<file path="src/rtl/mem_bus_arbiter.sv">
// ---------------------------------------------------------------------------
// mem_bus_arbiter
//
// Shares the single off-chip memory port between the I-cache (line reads
// only) and the D-cache (line reads and write-backs). One transaction is
// served at a time. Simultaneous requests alternate: the requester that was
// not granted last time wins. Every memory-side output is registered, and
// each requester has a saturating completed-transaction counter.
//
// Ports:
//   clk, rst_n                 system clock (rising edge), async active-low reset
//   i_mem_read, i_mem_addr     I-cache line read request and address
//   i_mem_rdata, i_mem_ready   line returned to the I-cache, one-cycle done pulse
//   d_mem_read, d_mem_write    D-cache line read / write-back requests
//   d_mem_addr, d_mem_wdata    D-cache line address and write-back data
//   d_mem_rdata, d_mem_ready   line returned to the D-cache, one-cycle done pulse
//   mem_read, mem_write        memory strobes, held until mem_ready
//   mem_addr, mem_wdata        memory address and write data
//   mem_rdata, mem_ready       memory read data and completion
//   owner                      00 none, 01 I-cache, 10 D-cache
//   i_cnt, d_cnt               saturating completed-transaction counters
// ---------------------------------------------------------------------------
module mem_bus_arbiter #(
   parameter int ADDR_W = 28,
   parameter int DATA_W = 128,
   parameter int CNT_W  = 16
) (
   input  logic              clk,
   input  logic              rst_n,
   input  logic              i_mem_read,
   input  logic [ADDR_W-1:0] i_mem_addr,
   output logic [DATA_W-1:0] i_mem_rdata,
   output logic              i_mem_ready,
   input  logic              d_mem_read,
   input  logic              d_mem_write,
   input  logic [ADDR_W-1:0] d_mem_addr,
   input  logic [DATA_W-1:0] d_mem_wdata,
   output logic [DATA_W-1:0] d_mem_rdata,
   output logic              d_mem_ready,
   output logic              mem_read,
   output logic              mem_write,
   output logic [ADDR_W-1:0] mem_addr,
   output logic [DATA_W-1:0] mem_wdata,
   input  logic [DATA_W-1:0] mem_rdata,
   input  logic              mem_ready,
   output logic [1:0]        owner,
   output logic [CNT_W-1:0]  i_cnt,
   output logic [CNT_W-1:0]  d_cnt
);

   typedef enum logic [1:0] {
      IDLE,
      SERVE_I,
      SERVE_D,
      DONE
   } state_t;

   state_t state;
   state_t state_nxt;

   // Round-robin pointer: 1 when the D-cache was granted last.
   logic last_d;
   logic pend_i;
   logic pend_d;
   logic grant_i;
   logic grant_d;

   // State register.
   always_ff @(posedge clk or negedge rst_n) begin
      if (!rst_n) begin
         state <= IDLE;
      end else begin
         state <= state_nxt;
      end
   end

   // Arbitration and next state. On a tie the requester that was not
   // granted last wins; the grant terms are only acted upon in IDLE.
   always_comb begin
      pend_i    = i_mem_read;
      pend_d    = d_mem_read | d_mem_write;
      grant_d   = pend_d & (~pend_i | ~last_d);
      grant_i   = pend_i & (~pend_d | last_d);
      state_nxt = state;
      case (state)
         IDLE: begin
            if (grant_d) begin
               state_nxt = SERVE_D;
            end else if (grant_i) begin
               state_nxt = SERVE_I;
            end
         end
         SERVE_I, SERVE_D: begin
            if (mem_ready) begin
               state_nxt = DONE;
            end
         end
         DONE: begin
            state_nxt = IDLE;
         end
         default: begin
            state_nxt = IDLE;
         end
      endcase
   end

   // Registered datapath. The request is latched on the grant edge so later
   // changes on the cache-side inputs cannot disturb the transaction. A
   // write-back wins over a read when the D-cache raises both. The strobe
   // register doubles as the operation type while serving, which is how a
   // write completion is kept from overwriting d_mem_rdata.
   always_ff @(posedge clk or negedge rst_n) begin
      if (!rst_n) begin
         mem_read    <= 1'b0;
         mem_write   <= 1'b0;
         mem_addr    <= '0;
         mem_wdata   <= '0;
         i_mem_rdata <= '0;
         d_mem_rdata <= '0;
         i_mem_ready <= 1'b0;
         d_mem_ready <= 1'b0;
         owner       <= 2'b00;
         i_cnt       <= '0;
         d_cnt       <= '0;
         last_d      <= 1'b0;
      end else begin
         i_mem_ready <= 1'b0;
         d_mem_ready <= 1'b0;
         case (state)
            IDLE: begin
               if (grant_d) begin
                  mem_addr  <= d_mem_addr;
                  mem_wdata <= d_mem_wdata;
                  mem_write <= d_mem_write;
                  mem_read  <= ~d_mem_write;
                  owner     <= 2'b10;
                  last_d    <= 1'b1;
               end else if (grant_i) begin
                  mem_addr  <= i_mem_addr;
                  mem_write <= 1'b0;
                  mem_read  <= 1'b1;
                  owner     <= 2'b01;
                  last_d    <= 1'b0;
               end
            end
            SERVE_I: begin
               if (mem_ready) begin
                  mem_read    <= 1'b0;
                  mem_write   <= 1'b0;
                  i_mem_rdata <= mem_rdata;
                  i_mem_ready <= 1'b1;
                  if (i_cnt != '1) begin
                     i_cnt <= i_cnt + 1'b1;
                  end
               end
            end
            SERVE_D: begin
               if (mem_ready) begin
                  mem_read    <= 1'b0;
                  mem_write   <= 1'b0;
                  if (mem_read) begin
                     d_mem_rdata <= mem_rdata;
                  end
                  d_mem_ready <= 1'b1;
                  if (d_cnt != '1) begin
                     d_cnt <= d_cnt + 1'b1;
                  end
               end
            end
            DONE: begin
               owner <= 2'b00;
            end
            default: begin
               owner <= 2'b00;
            end
         endcase
      end
   end

endmodule

</file>
<file path="config.mk">
export PLATFORM = sky130hd
export DESIGN_NAME = mem_bus_arbiter
export DESIGN_NICKNAME = d
export VERILOG_FILES = /design/src/rtl/mem_bus_arbiter.sv
export SDC_FILE = /design/constraint.sdc
export NUM_CORES = 1
export LEC_CHECK = 0
export ABC_CLOCK_PERIOD_IN_PS = 2600
export BUFFER_PORTS_ARGS = -buffer_cell sky130_fd_sc_hd__clkbuf_2
export CAP_MARGIN = 20
export CORE_AREA = 2 2 301 303
export DETAILED_ROUTE_END_ITERATION = 8
export DIE_AREA = 0 0 303 305
export MAX_ROUTING_LAYER = met4
export PLACE_DENSITY_LB_ADDON = 0.2
export SETUP_SLACK_MARGIN = 0.4
export SYNTH_ARGS = -nofsm -noshare
export SYNTH_HDL_FRONTEND = slang
export SYNTH_SLANG_ARGS = --single-unit
</file>
<file path="constraint.sdc">
create_clock -name clk -period 2.6 [get_ports clk]
set_clock_uncertainty 0.2 [all_clocks]
set_input_delay 0.26 -clock clk [delete_from_list [all_inputs] [get_ports clk]]
set_output_delay 0.26 -clock clk [all_outputs]
set_load 0.05 [all_outputs]
</file>
==> results.md <==
- Counting flops with a built-in enable in the synthesized netlist gives 0.
- The post-synthesis to final-layout area growth is 61.9%.
- Walking the worst path, the cells encountered are inv_1, ha_1, nand2_1, inv_2, nand2_4, buf_12, buf_16, mux2_2.
- The max-slew violation count is 0.
- The pin slew with the least headroom to its limit is 0.581 ns.
- The HPWL after detailed placement is 44.6 mm.
- The net count of the finished layout is 2588.
- TritonCTS created 53 clock buffers.
- Cells with a size suffix above 1 make up 57.0% of the layout.
- The starting utilization of the core area is 19.6%.
- The count of nets left with antenna violations after detail routing is 0.
- In the routed design, unresolved DRC markers number 42.
- The number of global-route vias before repair came to 14800.
- For this design the static power due to leakage is 13.9 nW.
- For this run, the number of Yosys warnings is 0.
- For this run, the register share of the synthesized area comes to 64.9%.
- The flow ran to the end, but the final reports show violations.
- Clock latency on the worst-skew pair, taken at its later pin, is 0.59 ns.
- Yosys attributes the largest share of cell area to dfrtp_1 (65%), mux2_2 (25%), mux2i_1 (1.7%).
- Data arrives at the worst endpoint at 2.37 ns.
- The number of vias per cell is 3.88.
- The worst register-to-register path begins at state[0].
- The deepest clock path buffer count is 3.
- In this run the worst path has a maximum fanout of 23.
- In the final routed layout, each cell accounts on average for 17.5 µm.
- In this run the most critical hold path is launched from d_mem_read.
- The placer congestion estimate is 0.797.
- The total congestion overflow is 0.
- The routed design could run at a clock period as short as 2.11 ns.
- After synthesis, the mean cell area works out to 15.6 µm².
- The number of levels in the clock H-tree is 2.
- Setup repair after global routing left no endpoint under its margin.
- The data required time at the worst endpoint is 2.86 ns.
- The synthesized cell area is 0.0175 mm².
- Among all flip-flop cells after synthesis, the most frequent one is dfrtp_1.
- The worst register-to-register path ends at d_mem_rdata[112].
- The core area is 0.0893 mm².
- The clock-pin slew reported for the worst setup and hold paths after clock tree synthesis is 0.06 ns.
- By startpoint and endpoint, the worst setup path is classified as flop to flop.
- The slowest stage of the critical path belongs to the cell dfrtp_1.
- Leaving out fill and tap cells, the most frequent cells in the layout are clkbuf_2 (766), dfrtp_1 (451), mux2_2 (385), dlygate4sd3_1 (316), clkbuf_16 (56).
- The maximum clock frequency is 475 MHz.
- The headroom to the max-slew limit is 61.3%.
- TritonCTS built the clock tree.
- The commonest non-fill, non-tap cell in the layout is clkbuf_2.
- The kind of launch point of the worst setup path is a flop.
- The number of hold-slack violations in the final timing report was 0.
- The delay of the slowest cell on the worst path is 0.37 ns.
- The worst hold path terminates at mem_addr[2].
- After synthesis, the largest area contributor takes up 64.9% of total cell area.
- In the global route stage, overall resource usage came out at 12.9%.
- The total negative setup slack is 0 ns.
- Entering global routing, the biggest net connects 64 pins.
- The synthesized flop and latch total is 453.
- Setup violations remaining at the end of the flow were counted as 0.
- The starting DRC count in detailed routing is 499.
- Across the VDD grid, the largest voltage drop is 0.817 mV.
- The largest area contributor in the netlist is dfrtp_1.
- The worst hold path belongs to the class input port to flop.
- In this run the power density over the cells is 1470 mW/mm².
- The number of nets in the synthesized netlist is 1441.
- The floorplan step set the die height to 305 µm.
- Across all layers, the routed design uses 13500 vias.
- For this design the top-level I/O count stands at 768.
- The TritonCTS sink count is 453.
- The critical path capture point type is a flop.
- The checks that failed: design-rule violations.
- Setup slack on the worst reg-to-reg path comes out at 0.49 ns.
- The netlist uses 42 different library cells.
- The die covers 0.0924 mm².
- On the final layout, the worst hold slack is 0.0438 ns.
- Of the available clock period, the critical path in the final layout requires 81.0%.
- The initial antenna violation count is 1.
- The root buffer cell is clkbuf_16.
- The number of cells traversed by the worst register-to-register path is 8.
- The worst hold path passes through 4 cells.
- The port buffer count is 767.
- The proportion of register bits with asynchronous set or reset after synthesis is 100%.
- The global-route wire length before repair is 89.2 mm.
- Synthesis produced 1116 cells.
- The horizontal die dimension is 303 µm.
- Before antenna repair, the detailed router went through 8 iterations.
- The total routed wirelength is 60.9 mm.
- The standard-cell row count is 110.
- The number of violations of the max-capacitance limit is 0.
## critical path, delay by kind of cell, from the launching register on
kind | cells | cell delay, ns
buf+inv | 4 | 0.57
flops | 1 | 0.37
fa+ha+maj | 1 | 0.20
simple gates | 2 | 0.26
mux | 1 | 0.35
## kinds of logic after synthesis
| family | after synthesis | share of synthesized area (%) |
|---|---|---|
| simple gates | 107 | 3.21 |
| flops | 453 | 64.9 |
| mux | 416 | 26.6 |
| fa+ha+maj | 7 | 0.502 |
| compound gates | 47 | 1.75 |
| xor+xnor | 29 | 1.45 |
| buf+inv | 57 | 1.53 |
## where the power goes
group | leakage [nW] | internal [W] | switching, W | total [W]
clock network | 0.874 | 0.00460 | 0.00301 | 0.00761
registers | 5.57 | 0.0103 | 0.00187 | 0.0122
logic | 7.46 | 0.00590 | 0.0158 | 0.0217
total | 13.9 | 0.0208 | 0.0206 | 0.0415
## metal layers
layer / part of all wire [%] / GRT usage (%)
met1: 38 / 13.7
met2: 52 / 22.9
met3: 6.5 / 2.82
met4: 3.9 / 5.33
met5: 0 / -
## worst max path at each step
| stage | from | to | slack (ns) | cells past startpoint |
|---|---|---|---|---|
| 2_1_floorplan | d_cnt[2] | d_cnt[1] | 0.41 | 4 |
| 3_3_place_gp | i_mem_read | mem_wdata[108] | 0.37 | 6 |
| 3_5_place_dp | state[0] | d_mem_rdata[112] | 0.35 | 8 |
| 4_1_cts | state[0] | d_mem_rdata[112] | 0.39 | 8 |
| 5_1_grt | state[0] | d_mem_rdata[16] | 0.40 | 8 |
| 6_report | state[0] | d_mem_rdata[112] | 0.49 | 8 |
## flip-flops by register name, summed over array words and instances (netlist names)
register	cells
d_mem_rdata	128
i_mem_rdata	128
mem_wdata	128
mem_addr	28
d_cnt	16
i_cnt	16
owner	2
state	2
d_mem_ready	1
i_mem_ready	1
last_d	1
mem_read	1
mem_write	1
## cell usage after synthesis (6+ instances only)
cell type	instances
o21ai_1	11
clkbuf_1	7
mux2i_1	29
dfrtp_1	453
mux2_2	385
o21ai_0	19
buf_1	6
nor3_1	7
nand2_1	47
nor2_1	12
xor2_1	17
nand4_1	13
xnor2_1	12
nand3_1	8
ha_1	7
buf_2	37
## final cells by class
type	count	area (µm²)
inverter	5	23.8
clock inverter	18	235
multi-input combinational	606	5930
sequential	453	11300
timing repair buffer	1144	7720
clock buffer	80	1550
tap	1176	1470
fill	9109	61000
antenna	1	2.50
## through the flow
stage / utilization (%) / worst slack, ns / cells / power (W) / instance area (µm²)
2_1_floorplan: - / 0.408 / 1116 / 0.0277 / 17500
3_3_place_gp: 25.8 / 0.374 / 3053 / 0.0335 / 23100
3_5_place_dp: 25.8 / 0.346 / 3053 / 0.0337 / 23100
4_1_cts: 31.4 / 0.393 / 3470 / 0.0420 / 28100
5_1_grt: 31.7 / 0.401 / 3483 / 0.0434 / 28300
6_report: 31.7 / 0.495 / 3483 / 0.0415 / 28300
## repair_timing
item,CTS,global route
hold endpoints to repair,829,0
setup buffers,1,9
hold buffers,317,0
resized for setup,3,7
cloned,1,2
setup endpoints to repair,74,161
pin swaps,2,2
(Power assumes the default switching activity.)
